File: src/rtl/sdram_word_reader.sv
// Single-word Avalon-MM read engine: fetches one 16-bit word
// from the SDRAM controller for a simple requester.
module sdram_word_reader (
  input  logic        clock_50,
  input  logic        reset_50,
  input  logic [25:0] address_12,
  input  logic        request_12,
  output logic        done_12,
  output logic [15:0] readdata_12,
  output logic [25:0] sdram_addr,
  output logic [1:0]  sdram_byteenable_n,
  output logic        sdram_chipselect,
  output logic [15:0] sdram_writedata,
  output logic        sdram_read_n,
  output logic        sdram_write_n,
  input  logic [15:0] sdram_readdata,
  input  logic        sdram_readdata_valid,
  input  logic        sdram_waitrequest
);

  typedef enum logic [1:0] {
    IDLE,
    READ,
    WAIT_DATA,
    DONE
  } state_t;

  localparam logic [1:0]  BE_ALL   = 2'b00;
  localparam logic [15:0] WDATA_Z  = 16'h0000;

  state_t state;

  assign sdram_byteenable_n = BE_ALL;
  assign sdram_writedata    = WDATA_Z;
  assign sdram_write_n      = 1'b1;

  always_ff @(posedge clock_50 or negedge reset_50) begin
    if (!reset_50) begin
      state            <= IDLE;
      sdram_addr       <= '0;
      sdram_chipselect <= 1'b0;
      sdram_read_n     <= 1'b1;
      readdata_12      <= '0;
      done_12          <= 1'b0;
    end else begin
      unique case (state)
        IDLE, DONE: begin
          if (request_12) begin
            sdram_addr       <= address_12;
            done_12          <= 1'b0;
            sdram_chipselect <= 1'b1;
            sdram_read_n     <= 1'b0;
            state            <= READ;
          end
        end
        READ: begin
          // acceptance edge; data may ride along on the same beat
          if (!sdram_waitrequest) begin
            sdram_chipselect <= 1'b0;
            sdram_read_n     <= 1'b1;
            if (sdram_readdata_valid) begin
              readdata_12 <= sdram_readdata;
              done_12     <= 1'b1;
              state       <= DONE;
            end else begin
              state <= WAIT_DATA;
            end
          end
        end
        WAIT_DATA: begin
          if (sdram_readdata_valid) begin
            readdata_12 <= sdram_readdata;
            done_12     <= 1'b1;
            state       <= DONE;
          end
        end
        default: state <= IDLE;
      endcase
    end
  end

endmodule

File: config.mk
export PLATFORM = sky130hd
export DESIGN_NAME = sdram_word_reader
export DESIGN_NICKNAME = d
export VERILOG_FILES = /design/src/rtl/sdram_word_reader.sv
export SDC_FILE = /design/constraint.sdc
export NUM_CORES = 1
export LEC_CHECK = 0
export CAP_MARGIN = 20
export CORE_ASPECT_RATIO = 0.9
export CORE_UTILIZATION = 42
export DETAILED_ROUTE_END_ITERATION = 8
export GPL_ROUTABILITY_DRIVEN = 0
export MAX_ROUTING_LAYER = met4
export PLACE_DENSITY = 0.95
export SLEW_MARGIN = 20
export SYNTH_ARGS = -nofsm -noshare
export SYNTH_HDL_FRONTEND = slang
export SYNTH_SLANG_ARGS = --single-unit
export TNS_END_PERCENT = 50
File: constraint.sdc
create_clock -name clock_50 -period 5 [get_ports clock_50]
set_clock_uncertainty 0.15 [all_clocks]
set_input_delay 0.5 -clock clock_50 [delete_from_list [all_inputs] [get_ports clock_50]]
set_output_delay 0.5 -clock clock_50 [all_outputs]
set_load 0.05 [all_outputs]
==> summary.txt, run 1 <==
Status
  – Status: finished, final reports clean

Synthesis
  – Top cells by area in the synthesized netlist: sky130_fd_sc_hd__dfrtp_1 (55%), sky130_fd_sc_hd__mux2_2 (17%), sky130_fd_sc_hd__mux2_4 (7.2%)
  – Average footprint of a synthesized cell: 14.5 um^2
  – Mapped cell area: 2080 um^2
  – Fraction of post-synthesis cell area in the top cell type by area: 55.4%
  – Share of the yosys chip area belonging to registers: 56.7%
  – Unique cell type count in the Yosys netlist: 25
  – Ys Warns: 0
  – Synthesized instance count: 143
  – Register bit count reported by yosys: 47
  – Dominant cell type by area after synthesis: sky130_fd_sc_hd__dfrtp_1

STA
  – Hold violation total from the final report: 0
  – Count of final max-slew check failures: 0
  – Setup repair after global routing missed its margin: false
  – Final setup vio count: 0
  – Highest clock frequency the design can meet: 0.437 GHz
  – Minimum clock period: 2.29 ns
  – Worst slew pin tran: 0.787 ns
  – Final period util: 45.7%
  – Max_slew headroom: 47.5%
  – Setup Total Neg Slack: 0 ns

Worst setup path
  – CP max-delay cell: sky130_fd_sc_hd__clkdlybuf4s50_1
  – Number of stages on the worst setup path: 1
  – R2R Path Start: state[0]
  – Crit. End Element: output pin
  – CP Data Required Time: 4.35 ns
  – Count of buffer and inverter cells on the critical path: 1
  – Cell type group with the largest total delay on the critical path: buffers and inverters
  – Class of the most critical setup path: reg -> out
  – Crit path launch: sdram_read_n
  – CP cell instances: clkdlybuf4s50_1
  – Data arrival time of the worst path: 1.64 ns
  – Worst-case reg-to-reg path depth: 4
  – Crit path capture: sdram_read_n
  – R2r endpoint: readdata_12[1]
  – Category of the worst setup path launch point: flop
  – Peak per-stage delay on the critical path: 0.80 ns
  – CP Max Fanout: 3
  – Worst setup slack for register-to-register paths: 2.76 ns

Routing
  – Number of detailed-route iterations in the first pass: 4
  – Vias: 1411
  – Avg Vias per Cell: 4.73
  – Average detailed-routed wire length per instance: 14.2 um
  – Number of DRC markers in iteration 0: 14
  – Residual antenna-violating net count after detailed routing: 0
  – Routed Wire Length: 4.24 mm
  – DRC violation count after routing: 0

Clocking
  – H-tree depth: 2
  – Maximum number of buffers from clock root to sink: 2
  – Post_cts resized: 0
  – TritonCTS Sinks: 47
  – Post-CTS setup buffer count: 0
  – Worst skew pair latency: 0.29 ns
  – Clock tree from TritonCTS: done
  – Clock Pin Slew Worst Setup and Hold Paths: 0.08 ns
  – Hold-fix buffer count after cts: 0
  – Root buffer selected by CTS: sky130_fd_sc_hd__clkbuf_8
  – TritonCTS buffer count: 5

Floorplan
  – Initial core utilization: 45.1%
  – Total die area: 5230 um^2
  – Number of top-level pins: 111
  – Vertical extent of the die: 68.7 um
  – Chip width: 76.2 um
  – Area inside the core boundary: 4600 um^2
  – Std cell rows: 23

Final layout
  – Number of filler cells placed in the layout: 364
  – Final nets: 285
  – Share of cells above drive strength 1: 23.7%
  – Number of antenna cells inserted: 0
  – Area Overhead vs Synth: 47.3%

Global route
  – First-pass GRT wire length: 6.82 mm
  – Vias in the first global route: 1452
  – Final global-route overflow total: 0
  – Total global routing track utilization: 17.9%
  – Pin count of the biggest net entering global routing: 48
  – Number of antenna violations at the first check in global routing: 0

Job
  – Max_cap viols: 0

Hold path
  – Type of the tightest min-delay check: in -> async

Place
  – # port buffers: 91
  – Final HPWL DP: 3.11 mm
==> area by class of cell <==
class	count	area [um^2]	area share (%)
Sequential cell	47	1180	38.5
Timing Repair Buffer	91	908	29.7
Multi-Input combinational cell	87	769	25.1
Clock buffer	6	82.6	2.70
Tap cell	62	77.6	2.53
Clock inverter	2	35.0	1.14
Inverter	3	11.3	0.368
==> per-stage QoR <==
step	std cells	hold slack [ns]	setup WS (ns)	cell area, um^2	utilization, %
6_report	298	0.0581	2.71	3060	66.5
5_1_grt	298	0.0936	2.66	3060	66.5
4_1_cts	298	0.266	2.70	3060	66.4
3_5_place_dp	290	0.346	2.49	2940	63.9
3_3_place_gp	290	0.337	2.55	2940	63.9
2_1_floorplan	160	0.0544	3.22	2140	-
==> synth_stat cells (all sizes together) <==
cell	count
dfrtp	46
mux2	42
buf	23
a21oi	7
nand2	4
ha	3
inv	3
a211oi	2
conb	2
nand2b	2
a31oi	1
and3	1
dfstp	1
mux2i	1
nand3b	1
o211a	1
o22ai	1
o2bb2ai	1
or2	1
==> how the worst min path moves through the flow <==
| stage | end |
|---|---|
| finish | sdram_chipselect |
| global route | readdata_12[6] |
| CTS | sdram_addr[5] |
| detailed placement | sdram_addr[20] |
| global placement | sdram_addr[24] |
| floorplan | done_12 |
==> metal layers <==
layer | GRT usage [%] | vias up | routed length (um)
met3 | 5.13 | 9 | 276
met4 | 9.13 | 0 | 83
met2 | 28.6 | 71 | 2030
met1 | 21.3 | 690 | 1850
li1 | - | 641 | -
met5 | - | - | 0
==> cell families after synthesis <==
kind of cell             after synthesis  synth area share, %
multiplexers                          43                 25.0
AO/OA/AOI/OAI                         13                 3.91
other                                  2                0.361
adder cells (fa/ha/maj)                3                 1.81
AND/OR/NAND/NOR                        9                 2.83
buffers and inverters                 26                 9.39
flip-flops                            47                 56.7
==> registers in the layout (all words and copies together) (netlist names) <==
name	flops
sdram_addr	26
state	2
sdram_read_n	1
sdram_chipselect	1
done_12	1
readdata_12	16
==> layout by cell type (no fill, tap or decap), types with 2 or more instances in the layout <==
master,instances
sky130_fd_sc_hd__a21oi_1,7
sky130_fd_sc_hd__clkdlybuf4s50_1,90
sky130_fd_sc_hd__dfrtp_1,46
sky130_fd_sc_hd__a211oi_1,2
sky130_fd_sc_hd__mux2_4,10
sky130_fd_sc_hd__mux2_2,32
sky130_fd_sc_hd__nand2b_1,2
sky130_fd_sc_hd__inv_1,3
sky130_fd_sc_hd__nand2_1,2
sky130_fd_sc_hd__conb_1,19
sky130_fd_sc_hd__ha_1,3
sky130_fd_sc_hd__clkbuf_8,6
Power of run 1 is left out: the tool's default activity adds up to more than one toggle a clock period on the data nets, which glitch-free logic cannot reach.
==> inputs of run 2 (changes only) <==
--- a/config.mk
+++ b/config.mk
@@ -7,11 +7,11 @@
 export LEC_CHECK = 0
 export CAP_MARGIN = 20
 export CORE_ASPECT_RATIO = 0.9
-export CORE_UTILIZATION = 42
+export CORE_UTILIZATION = 35
 export DETAILED_ROUTE_END_ITERATION = 8
 export GPL_ROUTABILITY_DRIVEN = 0
 export MAX_ROUTING_LAYER = met4
-export PLACE_DENSITY = 0.95
+export PLACE_DENSITY = 0.88
 export SLEW_MARGIN = 20
 export SYNTH_ARGS = -nofsm -noshare
 export SYNTH_HDL_FRONTEND = slang
==> constraint.sdc (replaced) <==
create_clock -name clock_50 -period 2 [get_ports clock_50]
set_clock_uncertainty 0.15 [all_clocks]
set_input_delay 0.2 -clock clock_50 [delete_from_list [all_inputs] [get_ports clock_50]]
set_output_delay 0.2 -clock clock_50 [all_outputs]
set_load 0.05 [all_outputs]
==> run 2 against run 1 <==
Compared with the run above:
- setup slack worse by 2.6 ns
- design area up 2.0%
- final cell count up 4.7%
- global-route usage down 3.9 points
- first-iteration DRC count up 79%
- critical endpoint is now readdata_12[0]
- die area up 19%
==> summary.txt, run 2 (synthesized netlist as in run 1, its figures left out) <==
Status
  – Status: finished, final reports clean

Worst setup path
  – CP Data Required Time: 2.03 ns (-2.32 ns)
  – CP Max Fanout: 16 (+13)
  – Class of the most critical setup path: reg -> reg
  – Category of the worst setup path launch point: flop
  – Crit. End Element: flop
  – Data arrival time of the worst path: 1.94 ns (+0.30 ns)

Clocking
  – Maximum number of buffers from clock root to sink: 2 (unchanged)
  – TritonCTS buffer count: 5 (unchanged)
  – Post-CTS setup buffer count: 0 (unchanged)
  – H-tree depth: 2 (unchanged)
  – TritonCTS Sinks: 47 (unchanged)
  – Root buffer selected by CTS: sky130_fd_sc_hd__clkbuf_8
  – Clock Pin Slew Worst Setup and Hold Paths: 0.09 ns (about the same)
  – Clock tree from TritonCTS: done
  – Worst skew pair latency: 0.29 ns (about the same)

STA
  – Worst slew pin tran: 0.528 ns (-0.259 ns)
  – Setup repair after global routing missed its margin: false
  – Final period util: 95.3%
  – Final setup vio count: 0 (unchanged)
  – Highest clock frequency the design can meet: 0.525 GHz
  – Hold violation total from the final report: 0 (unchanged)
  – Setup Total Neg Slack: 0 ns (unchanged)
  – Count of final max-slew check failures: 0 (unchanged)
  – Minimum clock period: 1.91 ns
  – Max_slew headroom: 64.7% (+17 points)

Routing
  – Number of DRC markers in iteration 0: 25 (+11)
  – Residual antenna-violating net count after detailed routing: 0 (unchanged)
  – DRC violation count after routing: 0 (unchanged)
  – Average detailed-routed wire length per instance: 13.6 um (-4.4%)
  – Number of detailed-route iterations in the first pass: 4 (unchanged)
  – Avg Vias per Cell: 4.48 (-5.3%)
  – Vias: 1399 (-0.85%)
  – Routed Wire Length: 4.24 mm (about the same)

Final layout
  – Share of cells above drive strength 1: 25.6% (+1.9 points)
  – Number of antenna cells inserted: 0 (unchanged)
  – Final non-filler cell total: 312 (+4.7%)
  – Area Overhead vs Synth: 50.2%
  – Highest-count cells in the layout ignoring fill and taps: sky130_fd_sc_hd__clkdlybuf4s50_1 (89), sky130_fd_sc_hd__dfrtp_1 (46), sky130_fd_sc_hd__mux2_2 (32)
  – Largest registers ranked by flip-flop count: sdram_addr x26, readdata_12 x16, state x2
  – Number of filler cells placed in the layout: 475 (+30%)
  – Most common cell after layout, fill and taps aside: sky130_fd_sc_hd__clkdlybuf4s50_1
  – Register name with the most flops: sdram_addr
  – Largest register FFs: 26 (unchanged)
  – Final nets: 291 (+2.1%)

Hold path
  – Type of the tightest min-delay check: in -> async

Place
  – # port buffers: 91 (unchanged)
  – Final HPWL DP: 3.12 mm (+0.42%)
  – Placed Cells incl. Taps: 303 (+4.5%)

Job
  – Max_cap viols: 0 (unchanged)

Global route
  – Vias in the first global route: 1440 (-0.83%)
  – First-pass GRT wire length: 6.75 mm (-1.0%)
  – Total global routing track utilization: 14.0% (-3.9 points)
  – Final global-route overflow total: 0 (unchanged)
  – Pin count of the biggest net entering global routing: 27 (-44%)
  – Number of antenna violations at the first check in global routing: 0 (unchanged)

Floorplan
  – Chip width: 83.2 um (+9.3%)
  – Total die area: 6250 um^2 (+19%)
  – Initial core utilization: 36.5% (-8.6 points)
  – Vertical extent of the die: 75.1 um (+9.3%)
  – Number of top-level pins: 111 (unchanged)
  – Std cell rows: 26 (+13%)
  – Area inside the core boundary: 5690 um^2 (+24%)
==> run 2: final cells by class <==
type / count / area (um^2) / share of cell area (%)
Clock buffer: 5 / 68.8 / 2.20
Clock inverter: 3 / 18.8 / 0.601
Inverter: 3 / 11.3 / 0.361
Multi-Input combinational cell: 87 / 769 / 24.6
Sequential cell: 47 / 1180 / 37.7
Tap cell: 70 / 87.6 / 2.81
Timing Repair Buffer: 97 / 988 / 31.7
==> run 2: metrics by stage <==
step / hold WS (ns) / setup slack (ns) / utilization [%] / instance area, um^2
2_1_floorplan: -0.246 / 0.218 / - / 2140
3_3_place_gp: 0.0603 / 0.190 / 53.1 / 3020
3_5_place_dp: 0.0598 / 0.135 / 53.1 / 3020
4_1_cts: 0.286 / 0.0883 / 54.8 / 3120
5_1_grt: 0.307 / 0.0368 / 54.8 / 3120
6_report: 0.259 / 0.0945 / 54.8 / 3120
==> run 2: routing by layer <==
| layer | up-vias | global-route usage (%) | share of wire, % |
|---|---|---|---|
| met5 | - | - | 0 |
| met4 | 0 | 3.26 | 1.1 |
| met3 | 7 | 3.95 | 5.6 |
| met2 | 63 | 23.4 | 50 |
| met1 | 680 | 17.1 | 43 |
| li1 | 649 | - | - |
==> run 2: final timing paths <==
path | from | to | slack (ns) | depth (start not counted)
setup / recovery | state[0] | readdata_12[0] | 0.09 | 5
hold / removal | reset_50 | state[0] | 0.26 | 2
setup reg to reg | state[0] | readdata_12[0] | 0.09 | 5
hold reg to reg | sdram_addr[22] | sdram_addr[22] | 0.36 | 1
max in group asynchronous | reset_50 | sdram_addr[4] | 0.93 | 3
min in group clock_50 | address_12[8] | sdram_addr[8] | 0.36 | 2
==> run 2: critical path: stages (launching register included) <==
cell	delay (ns)
sky130_fd_sc_hd__dfrtp_1	0.43
sky130_fd_sc_hd__ha_1	0.33
sky130_fd_sc_hd__nand2_4	0.15
sky130_fd_sc_hd__o211a_1	0.22
sky130_fd_sc_hd__buf_12	0.17
sky130_fd_sc_hd__mux2_2	0.34
==> run 2: what timing repair did <==
item,in CTS,in global routing
hold buffers,1,0
resized for setup,0,0
hold endpoints to repair,20,0
Power of run 2 is left out for the same reason.
